===== config.mk =====
export PLATFORM = sky130hd
export DESIGN_NAME = shader_video_timing
export DESIGN_NICKNAME = d
export VERILOG_FILES = /design/src/rtl/shader_timing_pkg.sv /design/src/rtl/axis_counter.sv /design/src/rtl/shader_video_timing.sv
export SDC_FILE = /design/constraint.sdc
export NUM_CORES = 1
export LEC_CHECK = 0
export ABC_AREA = 1
export BUFFER_PORTS_ARGS = -buffer_cell sky130_fd_sc_hd__buf_2
export CAP_MARGIN = 30
export CORE_MARGIN = 4
export CORE_UTILIZATION = 55
export DETAILED_ROUTE_END_ITERATION = 7
export GPL_TIMING_DRIVEN = 0
export PLACE_DENSITY_LB_ADDON = 0.1
export SYNTH_ARGS = -nofsm -noshare
export SYNTH_HDL_FRONTEND = slang
export SYNTH_SLANG_ARGS = --single-unit

===== constraint.sdc =====
create_clock -name clk_i -period 2.7 [get_ports clk_i]
set_clock_uncertainty 0.15 [all_clocks]
set_input_delay 0.27 -clock clk_i [delete_from_list [all_inputs] [get_ports clk_i]]
set_output_delay 0.27 -clock clk_i [all_outputs]
set_load 0.1 [all_outputs]

===== src/rtl/shader_timing_pkg.sv =====
// Shared types and default VGA 640x480@60 timing for the shader video timing block.
package shader_timing_pkg;

   typedef enum logic [1:0] {
      TM_PINGPONG = 2'd0,
      TM_WRAP     = 2'd1,
      TM_HOLD     = 2'd2,
      TM_CLEAR    = 2'd3
   } time_mode_e;

   localparam int VGA_WIDTH  = 640;
   localparam int VGA_HEIGHT = 480;
   localparam int VGA_HFRONT = 16;
   localparam int VGA_HSYNC  = 96;
   localparam int VGA_HBACK  = 48;
   localparam int VGA_VFRONT = 10;
   localparam int VGA_VSYNC  = 2;
   localparam int VGA_VBACK  = 33;

   function automatic int axis_total(input int res, input int front, input int sync, input int back);
      return res + front + sync + back;
   endfunction

endpackage


===== src/rtl/axis_counter.sv =====
// One timing axis: wrapping position counter with sync, blank and wrap strobe.
module axis_counter
   import shader_timing_pkg::*;
#(
   parameter int  RES   = VGA_WIDTH,
   parameter int  FRONT = VGA_HFRONT,
   parameter int  SYNC  = VGA_HSYNC,
   parameter int  BACK  = VGA_HBACK,
   parameter bit  POL   = 1'b1,
   localparam int TOTAL = axis_total(RES, FRONT, SYNC, BACK),
   localparam int W     = $clog2(TOTAL)
) (
   input  logic         clk_i,
   input  logic         rst_ni,
   input  logic         step_i,
   output logic [W-1:0] count_o,
   output logic         sync_o,
   output logic         blank_o,
   output logic         wrap_o
);

   localparam logic [W-1:0] LAST = W'(TOTAL - 1);

   logic [W-1:0] count_reg;
   logic [W-1:0] count_next;
   logic [31:0]  count_ext;
   logic         last;
   logic         sync_active;

   assign last = (count_reg == LAST);

   always_comb begin
      count_next = count_reg;
      if (step_i) begin
         count_next = last ? '0 : count_reg + W'(1);
      end
   end

   always_ff @(posedge clk_i or negedge rst_ni) begin
      if (!rst_ni) begin
         count_reg <= '0;
      end else begin
         count_reg <= count_next;
      end
   end

   // Compare in 32 bits so a sync window ending exactly at TOTAL cannot overflow W.
   assign count_ext   = 32'(count_reg);
   assign sync_active = (count_ext >= 32'(RES + FRONT)) && (count_ext < 32'(RES + FRONT + SYNC));

   assign count_o = count_reg;
   assign sync_o  = POL ? sync_active : ~sync_active;
   assign blank_o = (count_ext >= 32'(RES));
   assign wrap_o  = step_i & last;

endmodule


===== src/rtl/shader_video_timing.sv =====
// Video timing, prefetch-shifted downscaled execute coordinates and animation time
// for the shader pipeline.
module shader_video_timing
   import shader_timing_pkg::*;
#(
   parameter int  WIDTH      = VGA_WIDTH,
   parameter int  HEIGHT     = VGA_HEIGHT,
   parameter int  HFRONT     = VGA_HFRONT,
   parameter int  HSYNC      = VGA_HSYNC,
   parameter int  HBACK      = VGA_HBACK,
   parameter int  VFRONT     = VGA_VFRONT,
   parameter int  VSYNC      = VGA_VSYNC,
   parameter int  VBACK      = VGA_VBACK,
   parameter bit  H_POL      = 1'b1,
   parameter bit  V_POL      = 1'b1,
   parameter int  SCALE_LOG2 = 3,
   parameter int  PREFETCH   = 8,
   parameter int  TIME_W     = 8,
   localparam int HTOTAL     = axis_total(WIDTH, HFRONT, HSYNC, HBACK),
   localparam int VTOTAL     = axis_total(HEIGHT, VFRONT, VSYNC, VBACK),
   localparam int HW         = $clog2(HTOTAL),
   localparam int VW         = $clog2(VTOTAL)
) (
   input  logic                   clk_i,
   input  logic                   rst_ni,
   input  logic                   enable_i,
   input  logic [1:0]             time_mode_i,
   input  logic [3:0]             time_step_i,
   output logic                   hsync_o,
   output logic                   vsync_o,
   output logic                   blank_o,
   output logic                   line_end_o,
   output logic                   frame_end_o,
   output logic [HW-1:0]          x_o,
   output logic [VW-1:0]          y_o,
   output logic                   execute_o,
   output logic [HW-SCALE_LOG2-1:0] x_exec_o,
   output logic [VW-SCALE_LOG2-1:0] y_exec_o,
   output logic [TIME_W-1:0]      time_o,
   output logic                   time_dir_o
);

   logic h_blank;
   logic v_blank;

   axis_counter #(
      .RES   (WIDTH),
      .FRONT (HFRONT),
      .SYNC  (HSYNC),
      .BACK  (HBACK),
      .POL   (H_POL)
   ) u_h_axis (
      .clk_i   (clk_i),
      .rst_ni  (rst_ni),
      .step_i  (enable_i),
      .count_o (x_o),
      .sync_o  (hsync_o),
      .blank_o (h_blank),
      .wrap_o  (line_end_o)
   );

   // The vertical axis steps on line end, so its wrap strobe is the frame end.
   axis_counter #(
      .RES   (HEIGHT),
      .FRONT (VFRONT),
      .SYNC  (VSYNC),
      .BACK  (VBACK),
      .POL   (V_POL)
   ) u_v_axis (
      .clk_i   (clk_i),
      .rst_ni  (rst_ni),
      .step_i  (line_end_o),
      .count_o (y_o),
      .sync_o  (vsync_o),
      .blank_o (v_blank),
      .wrap_o  (frame_end_o)
   );

   assign blank_o = h_blank | v_blank;

   logic [HW:0]   x_sum;
   logic [HW-1:0] xe;
   logic [VW-1:0] ye;
   logic          y_last;

   assign x_sum  = {1'b0, x_o} + (HW+1)'(PREFETCH);
   assign y_last = (y_o == VW'(VTOTAL - 1));

   // A lead that runs past the end of the line lands on the next line.
   always_comb begin
      xe = x_sum[HW-1:0];
      ye = y_o;
      if (x_sum >= (HW+1)'(HTOTAL)) begin
         xe = HW'(x_sum - (HW+1)'(HTOTAL));
         ye = y_last ? '0 : y_o + VW'(1);
      end
   end

   assign execute_o = (xe < HW'(WIDTH)) && (ye < VW'(HEIGHT));
   assign x_exec_o  = xe[HW-1:SCALE_LOG2];
   assign y_exec_o  = ye[VW-1:SCALE_LOG2];

   localparam logic [TIME_W-1:0] TIME_MAX = '1;

   time_mode_e        mode;
   logic [TIME_W-1:0] time_reg;
   logic [TIME_W-1:0] time_next;
   logic              dir_reg;
   logic              dir_next;
   logic [TIME_W:0]   step_wide;
   logic [TIME_W:0]   time_sum;

   assign mode      = time_mode_e'(time_mode_i);
   assign step_wide = (TIME_W+1)'(time_step_i);
   assign time_sum  = {1'b0, time_reg} + step_wide;

   always_comb begin
      time_next = time_reg;
      dir_next  = dir_reg;
      if (mode == TM_CLEAR) begin
         time_next = '0;
         dir_next  = 1'b0;
      end else if (frame_end_o) begin
         case (mode)
            TM_PINGPONG: begin
               if (!dir_reg) begin
                  if (time_sum >= {1'b0, TIME_MAX}) begin
                     time_next = TIME_MAX;
                     dir_next  = 1'b1;
                  end else begin
                     time_next = time_sum[TIME_W-1:0];
                  end
               end else begin
                  if ({1'b0, time_reg} <= step_wide) begin
                     time_next = '0;
                     dir_next  = 1'b0;
                  end else begin
                     time_next = TIME_W'({1'b0, time_reg} - step_wide);
                  end
               end
            end
            TM_WRAP: begin
               time_next = time_sum[TIME_W-1:0];
               dir_next  = 1'b0;
            end
            default: begin
            end
         endcase
      end
   end

   always_ff @(posedge clk_i or negedge rst_ni) begin
      if (!rst_ni) begin
         time_reg <= '0;
         dir_reg  <= 1'b0;
      end else begin
         time_reg <= time_next;
         dir_reg  <= dir_next;
      end
   end

   assign time_o     = time_reg;
   assign time_dir_o = dir_reg;

endmodule


* Word-level counts from Yosys, hierarchy flattened *
Index checks and enable logic that the tools add are counted.

storage, ports and cells
  bits of input ports = 9
  output and inout port bits = 49
  register bits = 29
  word-level logic and storage cells = 51

cells by class
  reduce and logical (&&, ||, !) cells = 7
  $lt $le $gt $ge = 11
  mux-type cells = 16
  add/subtract/negate cells = 6
  bitwise logic cells = 3
  equality and inequality tests = 4

operator list
  kind                                                                  number
  two-way mux 10 bit                                                    4
  two-way mux 8 bit                                                     5
  adder 10 x 1 -> 10 bit (second input constant)                        2
  equality test 10 bit (second input constant)                          2
  greater-or-equal comparator 10 bit (second input constant)            2
  greater-or-equal comparator 10 x 9 -> 1 bit (second input constant)   2
  < comparator 10 bit (second input constant)                           2
  < comparator 10 x 9 -> 1 bit (second input constant)                  2
  one-hot mux 8 bit (2 select lines)                                    1
  adder 10 x 4 -> 11 bit (second input constant)                        1
  greater-or-equal comparator 11 x 10 -> 1 bit (second input constant)  1
  subtractor 10 bit (second input constant)                             1
  adder 8 x 4 -> 9 bit                                                  1
  greater-or-equal comparator 9 x 8 -> 1 bit (second input constant)    1
  <= comparator 8 x 4 -> 1 bit                                          1
  subtractor 8 x 4 -> 8 bit                                             1
  two-way mux 1 bit                                                     5
  logical AND 1 bit                                                     3
  nonzero test 3 bit                                                    1
  bitwise AND 1 bit                                                     2
  equality test 2 x 1 -> 1 bit (second input constant)                  1
  equality test 2 bit (second input constant)                           1
  logical NOT 2 bit                                                     1
  one-hot mux 1 bit (2 select lines)                                    1
  3 further kinds                                                       3

* Depth between registers and ports, before layout *
  depth in word-level cells = 7
  gate-level depth with buffers = 17
  gate-level depth less buffers = 17

* By module *
Synthesis repeated with hierarchy kept, for this count alone.

second synthesis, totals
  cell total of the unflattened synthesis = 466
  area total of the unflattened synthesis = 2944.1 µm²

by module, submodules not included
  module                   instances  cells each  seq. area each (µm²)  area each (µm²)
  shader_video_timing      1          296         225.2                 1721.7
  axis_counter (u_h_axis)  1          89          250.2                 621.8
  axis_counter (u_v_axis)  1          81          250.2                 600.6

* Worst setup path after synthesis *
Ideal clock, no wire load.

  path type = reg2out
  start = register u_h_axis.count_reg[3], in the netlist u_h_axis.count_o[3]
  end = output execute_o
  setup slack = -3348 ps
  arrival = 5628 ps
  path buffers = 0
  stages on the path, launching flop included = 16
  cells stage by stage = dfrtp_1 -> inv_1 -> ha_1 -> nor2_1 -> nand3_1 -> nor2_1 -> nand2_1 -> nand2_2 -> nand3_4 -> nand2_8 -> inv_6 -> nand2_1 -> nand2_1 -> nor2_1 -> nor2_1 -> nor2_1

between the ends
  longest elaborated chain between the ends = 5
  elaborated cells on any way between the ends = 8
  those cells by class = 2 x add/sub; 3 x order compare; 2 x mux; 1 x reduce/logical

RTL lines
  item                                                                               line                                                  RTL
  start, declared                                                                    axis_counter.sv:24                                    logic [W-1:0] count_reg;
  start signal, assigned                                                             axis_counter.sv:43                                    count_reg <= count_next;
  adder 10 x 4 -> 11 bit *                                                           shader_video_timing.sv:86                             assign x_sum = {1'b0, x_o} + (HW+1)'(PREFETCH);
  subtractor 10 bit or greater-or-equal comparator 11 x 10 -> 1 bit (tied branches)  shader_video_timing.sv:94, shader_video_timing.sv:93
  two-way mux 10 bit *                                                               shader_video_timing.sv:93                             if (x_sum >= (HW+1)'(HTOTAL)) begin
  named net x_exec_o[0]                                                              shader_video_timing.sv:37                             output logic [HW-SCALE_LOG2-1:0] x_exec_o,
  < comparator 10 bit *                                                              shader_video_timing.sv:99                             assign execute_o = (xe < HW'(WIDTH)) && (ye < VW'(HEIGHT));
  logical AND 1 bit *                                                                shader_video_timing.sv:99
  end, declared                                                                      shader_video_timing.sv:36                             output logic execute_o,

Mark *: on every way through the listed nets, which the timed path passes. The rest lies on a longest branch.

* Worst setup path in the final report *
  start = register u_h_axis.count_reg[4], in the netlist u_h_axis.count_o[4]
  end = output execute_o

between the ends
  longest elaborated chain between the ends = 5
  elaborated cells on any way between the ends = 8
  those cells by class = 2 x add/sub; 3 x order compare; 2 x mux; 1 x reduce/logical

RTL lines
  item                                                                               line
  adder 10 x 4 -> 11 bit *                                                           shader_video_timing.sv:86
  subtractor 10 bit or greater-or-equal comparator 11 x 10 -> 1 bit (tied branches)  shader_video_timing.sv:94, shader_video_timing.sv:93
  two-way mux 10 bit                                                                 shader_video_timing.sv:93
  < comparator 10 bit or < comparator 10 x 9 -> 1 bit (tied branches)                shader_video_timing.sv:99
  logical AND 1 bit *                                                                shader_video_timing.sv:99

Every way passes the cells marked *; elsewhere a longest branch is shown, timed or not.

==> results.md <==
* Status: finished, violations left
* Failing checks: DRC, setup timing
* Row count at 25
* Req. time, crit path at ~2.3 ns
* Leakage at approximately 1.8 nW
* Gr usage total at 0.295
* Via Count at 3,338
* Crit path DAT at roughly 2.8 ns
* RSZ-0062 raised after global routing: yes
* CP endpoint kind: output pin
* Number of global-route vias before repair at 3,038
* Die Footprint at ~6000 um2
* Die width at about 77 um
* Depth of the most critical reg-to-reg path at 14
* Synthesized area per cell at ~6.6 um2
* Initial core utilization at 0.566
* Final period utilization at 1.18
* Fmax at around 0.31 GHz
* Final count of negative-setup-slack endpoints at 13
* Die Ht at roughly 77 um
* Cell Pwr Density at 627 nW/um2
* Area grow syn2layout at 43.0%
* Hold Path Class: in2reg
* Crit path to: execute_o
* Largest net degree at the start of global routing at 30
* Cell area after synthesis at 2660 um2
* Dominant synthesized flop cell: dfrtp_1
* CTS clk-pin slew, worst paths at approximately 0.07 ns
* Crit start category: flip-flop
* Ys Warns at 0
* Headroom to the max-slew limit at 0.547
* Worst skew pair latency at 0.28 ns
* Grt ovf at 0
* Seq cells post-synth at 29
* FFs w/ async S/R, synth at 1.00
* Layout cell share with drive strength beyond 1 at 0.352
* R2r startpoint: time_o[0]$_DFFE_PN0P_
* Routability cong. at around 0.89
* Cell Area, Placed at ~3200 um2
* Global-route wire length before repair at between 10 and 15 mm
* CTS H-tree depth at 2
* Nets at approximately 520
* Hold_ws at ~0.13 ns
* Hold Fails Final Rpt at 0
* Post-DP HPWL at approximately 5.4 mm
* Syn Inst Count at 405
* First-pass iteration count of the detailed router at 8
* Post-DRT Antenna Nets at 0
* Worst Tran Pin Value at around 0.68 ns
* Max VDD drop at around 0.81 mV
* Antenna violations before repair at 0
* Share of the synthesized area in the top cell type at 0.273
* Final WS setup at -0.479 ns
* Post-Layout Inst Area at 3800 um2
* Ant. Diodes at 0
* Net Count, Synth at ~430
* I/O pin count at slightly below 60
* CTS tree: yes
* CP Max Fanout at 6
* Post-synth EDFFs at 0
* Inserted Clock Buffers at 5
* Clock buffer depth at 2
* Synth cell count leaders: nand2_1, inv_1, nand3_1
* Max cap viols at 0
* Most common cell in the synthesized netlist: nand2_1
* Worst Path Class, Setup: reg2out
* Worst R2R End: time_o[7]$_DFFE_PN0P_
* Port bufs at between 50 and 60
* Post-synthesis sequential area ratio at 0.273
* Yosys top cell by area: dfrtp_1
* Hold Crit Depth at 2
* Routed len/inst at 18.7 um
* Via/cell ratio at 6.12
* Total wire length at 10.2 mm
* Fin. max-slew vios at 0
* Placeable Area at between 4000 and 5000 um2
* Yosys cell types at 38
* DRC at 2
* CP startpoint: u_h_axis.count_o[4]$_DFFE_PN0P_
* Root Driver: clkbuf_8
* Main area contributors after synthesis: dfrtp_1, nand2_1, inv_1
* First DRT Iteration DRCs at 443
* Fin crit period at between 3 and 4 ns
* R2R Setup Slk at between 0.3 and 0.4 ns
* Clock sink total at 29
-- stage by stage --
step / worst slack, ns / utilization / total power (W) / cells / TNS, ns
after floorplan: -1.09 / - / 0.00162 / 405 / -10.0
after global placement: -0.659 / 0.681 / 0.00177 / 516 / -4.78
after detailed placement: -0.731 / 0.681 / 0.00179 / 516 / -5.40
after CTS: -0.284 / 0.783 / 0.00228 / 538 / -1.65
after global routing: -0.556 / 0.809 / 0.00249 / 545 / -4.73
final: -0.479 / 0.809 / 0.00238 / 545 / -4.04
-- per-layer routing --
metal | vias up | track usage | wire (um)
met5 | - | 0 | 0
met4 | 0 | 0.133 | 537
met3 | 66 | 0.0476 | 883
met2 | 264 | 0.541 | 5060
met1 | 1531 | 0.331 | 3720
li1 | 1477 | - | -
-- power by group --
part / total (W) / switching (W) / leakage [nW] / internal, W
Clock: 0.000359 / 0.000179 / 0.0422 / 0.000181
Combinational: 0.00143 / 0.00106 / 1.46 / 0.000371
Sequential: 0.000588 / 0.0000860 / 0.337 / 0.000502
-- cells by family (layout without fill, tap and decap cells) --
family	after synthesis	after routing	synth area share
AOI/OAI and AO/OA	53	53	0.109
xor gates and xnor gates	11	11	0.0391
adders and majority gates	17	17	0.0857
buffers and inverters	72	157	0.108
DFF	29	29	0.273
and+or+nand+nor	223	224	0.385
-- worst min-delay path by stage --
| stage | startpoint | end |
|---|---|---|
| 2_1_floorplan | rst_ni | time_dir_o$_DFFE_PN0P_ |
| 3_3_place_gp | rst_ni | u_v_axis.count_o[5]$_DFFE_PN0P_ |
| 3_5_place_dp | rst_ni | u_v_axis.count_o[5]$_DFFE_PN0P_ |
| 4_1_cts | enable_i | u_h_axis.count_o[1]$_DFFE_PN0P_ |
| 5_1_grt | enable_i | u_h_axis.count_o[0]$_DFFE_PN0P_ |
| 6_report | enable_i | u_h_axis.count_o[0]$_DFFE_PN0P_ |
-- sequential cells by signal, summed over array words and instances, names as in the netlist --
signal            count
time_o                8
time_dir_o            1
u_v_axis.count_o     10
u_h_axis.count_o     10
-- cells in the final DEF (no fill, tap or decap), types with 5 or more instances in the layout --
cell        Yosys  layout
nand2_1       105      88
inv_1          60      52
buf_2           3      46
nand3_1        42      41
nor2_1         39      33
o21ai_0        27      23
dfrtp_2         0      16
buf_4           0      15
nand2_2         7      13
nand4_1        12      12
a21oi_1        12      12
ha_1           15      12
nand2_4         1      11
buf_12          0      11
dfrtp_1        29       9
buf_6           1       7
xor2_1          7       7
clkinvlp_4      0       6
inv_2           4       5
nor2_2          2       5
clkbuf_8        0       5
-- final cells by class --
class	count	area [um2]
timing repair buffer	77	633
buffer	6	33.8
sequential	29	761
clock inverter	1	5.00
multi-input combinational	305	1940
clock buffer	7	76.3
fill	284	895
tap	54	67.6
inverter	66	280
-- critical path: stages (launching register included) --
cell and delay (ns):
dfrtp_4 0.50, nand2_2 0.10, nor2_2 0.21, nand2_2 0.11, nand2_2 0.13, ha_4 0.16
inv_4 0.04, nor2_4 0.11, nand2_2 0.08, nand3_4 0.15, nand2_4 0.13, nand2_4 0.12
nand2_4 0.06, nor2_1 0.13, nand2_1 0.09, nand2_2 0.10, nor2_4 0.05, buf_12 0.17
-- repair_timing --
item | in CTS | in global routing
setup endpoints to repair | 13 | 14
hold buffers | 1 | 0
resized for setup | 77 | 18
buffers inserted | 12 | 8
hold endpoints to repair | 29 | 0
pin swaps | 7 | 8
gates cloned | 1 | 0
No activity file was read; power rests on OpenSTA's default activity.
